$ cat src/rtl/csa_dot_accumulator.sv
// Resolves compressor sum/carry pairs with a registered CPA and accumulates them
// into a signed dot product, delivered on a valid/ready output with a saturating beat count.
module csa_dot_accumulator #(
  parameter int unsigned IN_SIZE  = 16,
  parameter int unsigned ACC_SIZE = 32,
  parameter int unsigned CNT_SIZE = 8
) (
  input  logic                clk_i,
  input  logic                rst_i,
  input  logic                in_valid_i,
  output logic                in_ready_o,
  input  logic [IN_SIZE-1:0]  sum_i,
  input  logic [IN_SIZE-1:0]  carry_i,
  input  logic                last_i,
  output logic                out_valid_o,
  input  logic                out_ready_i,
  output logic [ACC_SIZE-1:0] acc_o,
  output logic [CNT_SIZE-1:0] count_o,
  output logic                overflow_o
);

  logic                en;
  logic                fire;
  logic [IN_SIZE-1:0]  cpa;

  logic                v1_q;
  logic                last1_q;
  logic [ACC_SIZE-1:0] p_q;

  logic                first_q;
  logic [ACC_SIZE-1:0] acc_q;
  logic [CNT_SIZE-1:0] cnt_q;
  logic                ovf_q;

  logic [ACC_SIZE-1:0] base;
  logic [ACC_SIZE-1:0] nxt;
  logic [CNT_SIZE-1:0] cnt_base;
  logic [CNT_SIZE-1:0] cnt_nxt;
  logic                ovf_step;
  logic                ovf_nxt;

  // The whole pipeline freezes only while a finished result waits on the consumer.
  assign en         = !(out_valid_o && !out_ready_i);
  assign in_ready_o = en;
  assign fire       = in_valid_i && en;
  assign cpa        = sum_i + carry_i;

  always_comb begin
    base     = first_q ? '0 : acc_q;
    nxt      = base + p_q;
    ovf_step = (base[ACC_SIZE-1] == p_q[ACC_SIZE-1]) &&
               (nxt[ACC_SIZE-1] != base[ACC_SIZE-1]);
    cnt_base = first_q ? '0 : cnt_q;
    cnt_nxt  = (&cnt_base) ? cnt_base : cnt_base + CNT_SIZE'(1);
    ovf_nxt  = (!first_q && ovf_q) || ovf_step;
  end

  always_ff @(posedge clk_i or posedge rst_i) begin
    if (rst_i) begin
      v1_q    <= 1'b0;
      last1_q <= 1'b0;
      p_q     <= '0;
    end else if (en) begin
      v1_q <= fire;
      if (fire) begin
        p_q     <= ACC_SIZE'($signed(cpa));
        last1_q <= last_i;
      end
    end
  end

  always_ff @(posedge clk_i or posedge rst_i) begin
    if (rst_i) begin
      first_q     <= 1'b1;
      acc_q       <= '0;
      cnt_q       <= '0;
      ovf_q       <= 1'b0;
      out_valid_o <= 1'b0;
      acc_o       <= '0;
      count_o     <= '0;
      overflow_o  <= 1'b0;
    end else if (en) begin
      if (v1_q && last1_q) begin
        acc_o       <= nxt;
        count_o     <= cnt_nxt;
        overflow_o  <= ovf_nxt;
        out_valid_o <= 1'b1;
        first_q     <= 1'b1;
      end else begin
        // en with out_valid_o set implies out_ready_i, so the held result is taken here.
        out_valid_o <= 1'b0;
        if (v1_q) begin
          acc_q   <= nxt;
          cnt_q   <= cnt_nxt;
          ovf_q   <= ovf_nxt;
          first_q <= 1'b0;
        end
      end
    end
  end

endmodule

$ cat config.mk
export PLATFORM = sky130hd
export DESIGN_NAME = csa_dot_accumulator
export DESIGN_NICKNAME = d
export VERILOG_FILES = /design/src/rtl/csa_dot_accumulator.sv
export SDC_FILE = /design/constraint.sdc
export NUM_CORES = 1
export LEC_CHECK = 0
export CAP_MARGIN = 15
export CELL_PAD_IN_SITES_DETAIL_PLACEMENT = 1
export CELL_PAD_IN_SITES_GLOBAL_PLACEMENT = 1
export CORE_MARGIN = 8
export CORE_UTILIZATION = 43
export CTS_CLUSTER_DIAMETER = 150
export DETAILED_ROUTE_END_ITERATION = 8
export PLACE_DENSITY_LB_ADDON = 0.2
export SETUP_SLACK_MARGIN = 0.4
export SLEW_MARGIN = 20
export SYNTH_ARGS = -nofsm -noshare
export SYNTH_HDL_FRONTEND = slang
export SYNTH_SLANG_ARGS = --single-unit
$ cat constraint.sdc
create_clock -name clk_i -period 5.6 [get_ports clk_i]
set_clock_uncertainty 0.05 [all_clocks]
set_input_delay 1.68 -clock clk_i [delete_from_list [all_inputs] [get_ports clk_i]]
set_output_delay 1.68 -clock clk_i [all_outputs]
set_load 0.005 [all_outputs]
Word level (Yosys, flattened, before mapping)
Index checks and enable logic that the tools add are counted.
{"block": "word_totals", "inputBits": 37, "reg_bits": 102, "elab_cells": 39}
{"block": "classes", "addsub": 3, "reduce_logical": 15, "eq_ne": 2, "n_bitwise": 2, "muxes": 6}
{"cell": "adder 32 bit", "n": 1}
{"cell": "2-to-1 mux 32 bit", "n": 1}
{"cell": "adder 16 bit", "n": 1}
{"cell": "2-to-1 mux 8 bit", "n": 2}
{"cell": "adder 8 x 1 -> 8 bit (second input constant)", "n": 1}
{"cell": "AND reduction 8 bit", "n": 1}
{"cell": "AND reduction 2 bit", "n": 3}
{"cell": "logical AND 1 bit", "n": 5}
{"cell": "zero test 1 bit", "n": 3}
{"cell": "2-to-1 mux 1 bit", "n": 3}
{"cell": "AND reduction 3 bit", "n": 1}
{"cell": "NOT 1 bit", "n": 2}
{"cell": "nonzero test 2 bit", "n": 1}
{"cell": "== test 1 bit", "n": 1}
{"cell": "logical OR 1 bit", "n": 1}
{"cell": "inequality test 1 bit", "n": 1}

Longest topological paths before layout
{"block": "logic_depth", "depth_word": 5, "mapped_depth": 13}

Worst setup path before layout
Ideal clock, no wire load.
{"block": "synth_timing", "kind": "input -> register", "startpoint": "in sum_i[0]", "endpoint": "reg p_q[14]", "arrival_ps": 3637, "path_slack_ps": 1845, "stages": 11, "n_path_buf": 0, "path_cell_list": "ha_1 > inv_1 > fa_1 > nor2b_1 > o21ai_0 > a21oi_1 > o21ai_1 > a211oi_1 > o311a_1 > or4_1 > nand3_1"}
{"block": "synth_between", "elab_chain_cells": 1}
{"element": "start, declared", "line_no": "12", "text": "input logic [IN_SIZE-1:0] sum_i,"}
{"element": "adder 16 bit", "line_no": "46", "text": "assign cpa = sum_i + carry_i;"}
{"element": "end signal, assigned", "line_no": "66", "text": "p_q <= ACC_SIZE'($signed(cpa));"}
{"element": "end, declared", "line_no": "28", "text": "logic [ACC_SIZE-1:0] p_q;"}
Every way passes these cells.
A chain may end at the register's enable or synchronous reset.

Worst setup path in the final report
{"block": "layout_timing", "startpoint": "in out_ready_i", "endpoint": "out in_ready_o"}
{"block": "layout_between", "elab_chain_cells": 3}
{"element": "start, declared", "line_no": "16", "text": "input logic out_ready_i,"}
{"element": "zero test 1 bit", "line_no": "43", "text": "assign en = !(out_valid_o && !out_ready_i);"}
{"element": "logical AND 1 bit", "line_no": "43"}
{"element": "zero test 1 bit", "line_no": "43"}
{"element": "end, declared", "line_no": "11", "text": "output logic in_ready_o,"}
Every way passes these cells.

==> summary.txt <==
STA
  • Final setup viols: 0
  • Max-Slew Margin vs Limit: 44.7%
  • Setup TNS: 0 ns
  • Fmax: 213 MHz
  • Unrepaired setup endpoints after global routing: no
  • Max Slew Vio Count: 0
  • Endpoints failing hold: 0
  • Post-layout min period: 4.70 ns
  • Least-Margin Pin Slew: 0.808 ns
  • Crit share post-route: 83.9%

Setup path
  • Worst Path Required: 3.87 ns
  • Setup crit start kind: primary input
  • Kind of critical path: in2out
  • Arr. time, crit path: 2.97 ns
  • Crit end category: primary output
  • Reg2Reg Depth: 10
  • CP Max Fanout: 7
  • Reg-to-reg slack, setup: 1.61 ns

Route
  • Via count: 5,868
  • DR vias/cell: 5.51
  • DR iter-0 viols: 245
  • Detailed Route WL: 18,500 um
  • Antenna Violating Nets Remaining: 0
  • DR DRC count: 0
  • TritonRoute pass-1 iters: 4
  • Avg WL per Cell: 17.4 um

Job
  • Max-cap violations: 0

Layout
  • # fillers: 1,863
  • Cell area after layout: 0.00812 mm2
  • Area growth from synthesis to layout: 19.6%
  • Multi-input logic area: 0.00405 mm2
  • Final #Nets: 930
  • Fin cells: 1,065
  • ANT cells: 0
  • Register area: 0.00255 mm2
  • Share of cells above drive strength 1: 7.66%

Hold path
  • Hold Path Class: reg2reg
  • Hold Path Depth: 2

Clock network
  • Buffer type at the clock tree root: clkbuf_16
  • Post-CTS setup buffers: 0
  • Clk slew on worst S/H paths: 0.07 ns
  • H-tree levels: 3
  • Hold_buf cts: 0
  • Clk Latency, worst-skew pair: 0.36 ns
  • Num CTS Buffers: 9
  • CTS tree: done
  • Clk buf depth: 2
  • Post_cts resized: 0
  • Sink Count: 102

Power
  • Register share of total power: 29.2%
  • Logic pwr share: 53.8%
  • P_int: 0.00250 W
  • Tot Pwr: 0.00426 W
  • PwrDens: 525 mW/mm2
  • Worst vdd ir: 0.191 mV
  • Net Sw Frac: 41.4%
  • Switching Power: 0.00176 W
  • Leak pwr: 3.76 nW
  • Clk pwr share: 17.0%

Logic synthesis
  • Netlist cell types: 65
  • Synth Register Bits: 102
  • Gate count of the mapped netlist: 782
  • Post-synth ARST share: 100%
  • Top FF cell, synth: dfrtp_1
  • Synth Net Count: 868
  • Total of warnings raised by yosys: 0
  • Synthesized area per cell: 8.68 um2
  • Post-synth EDFFs: 0
  • Register area share after synthesis: 37.6%
  • Synthesized cell area: 0.00678 mm2

GRT
  • GRT Util Overall: 19.1%
  • Largest net degree at the start of global routing: 80
  • Vias in the first global route: 6,409
  • First-pass GRT wire length: 31,200 um
  • Initial antenna violation count: 0
  • Total grt overflow: 0

Floorplanning
  • Die Footprint: 0.0201 mm2
  • Initial Util: 43.3%
  • Row count: 46
  • Die H: 142 um
  • I/O pins: 80
  • Die extent in x: 142 um
  • Placeable Area: 0.0157 mm2

Placed design
  • Inst Count DP: 1,049
  • Placed cell areas: 0.00777 mm2
  • Final Wtd Congestion: 0.860
  • Port Buffers: 79
  • DP HPWL: 13,700 um

Status
  • Status: complete, no violations
[cells in the mapped netlist (11+ instances only)]
cell	n	share of area [%]
nand4_1	11	1.0
mux2_2	19	3.2
nor2_1	37	2.0
nand2_1	169	9.4
xnor2_1	21	2.7
and3_1	14	1.3
o21ai_0	47	3.5
a21oi_1	46	3.4
a21o_1	19	2.1
nor3_1	13	0.96
dfrtp_1	101	37
clkbuf_1	32	1.8
xor2_1	16	2.1
inv_1	14	0.77
ha_1	47	8.7
nand3_1	17	1.3
nor2b_1	42	3.9
[layout by cell type, fill, tap and decap left out, types with 7 or more instances in the layout]
cell type,count
clkbuf_16,9
a31oi_1,7
nor2_1,36
xnor2_1,21
nand4_1,11
nand2b_1,9
nand2_1,169
a211oi_1,7
and3_1,13
xor2_1,16
nor2b_1,42
inv_1,13
dfrtp_1,101
ha_1,47
o21ai_0,47
buf_4,7
a21o_1,19
clkdlybuf4s50_1,79
mux2_2,19
nor3_1,13
nand3_1,16
a21oi_1,46
[power by group through the flow]
stage	Sequential [W]	Combinational, W	Clock (W)
finish	0.00124	0.00229	0.000724
global route	0.00128	0.00255	0.000761
CTS	0.00124	0.00232	0.000733
detailed placement	0.00125	0.00230	0
global placement	0.00123	0.00220	0
floorplan	0.00119	0.00156	0
[routing by layer]
metal,routed length [um],GRT usage [%],vias to the layer above
met5,0,0,-
met4,269,6.44,0
met3,425,2.32,16
met2,9570,35.2,77
met1,8240,22.5,2906
li1,-,-,2869
[state kept, by name (all words and copies together), names as in the netlist]
signal / count
cnt_q: 8
first_q: 1
last1_q: 1
acc_o: 32
v1_q: 1
ovf_q: 1
count_o: 8
out_valid_o: 1
p_q: 16
overflow_o: 1
acc_q: 32
[stage by stage]
stage          setup slack (ns)  hold slack [ns]  utilization (%)
2_1_floorplan              1.20            0.388                -
3_3_place_gp              0.957            0.400             49.7
3_5_place_dp              0.919            0.406             49.7
4_1_cts                   0.901            0.423             51.8
5_1_grt                   0.848            0.450             51.8
6_report                  0.902            0.422             51.8
[worst paths after layout]
path | start | end
setup / recovery | out_ready_i | in_ready_o
hold / removal | acc_q[0] | acc_q[0]
setup reg to reg | first_q | acc_o[29]
hold reg to reg | acc_q[0] | acc_q[0]
max in group asynchronous | rst_i | acc_o[18]
min in group asynchronous | rst_i | count_o[5]
[critical path, stage by stage]
cell	delay [ns]
clkdlybuf4s50_1	0.45
nand2b_1	0.27
clkdlybuf4s50_1	0.57
[cell type report]
| type | count | share of cell area (%) |
|---|---|---|
| clock inverter | 5 | 1.08 |
| multi-input combinational | 631 | 49.9 |
| timing repair buffer | 86 | 10.4 |
| sequential | 102 | 31.5 |
| inverter | 14 | 0.709 |
| tap | 216 | 3.33 |
| clock buffer | 11 | 3.11 |
[logic make-up (layout without fill, tap and decap cells)]
family	after synthesis	after routing	share of synthesized area, %
fa+ha+maj	49	49	9.26
flops	102	102	37.6
mux	23	23	3.82
buf+inv	49	116	2.77
compound gates	180	180	17.8
xor+xnor	38	38	5.11
simple gates	341	341	23.6
(Power assumes the default switching activity.)
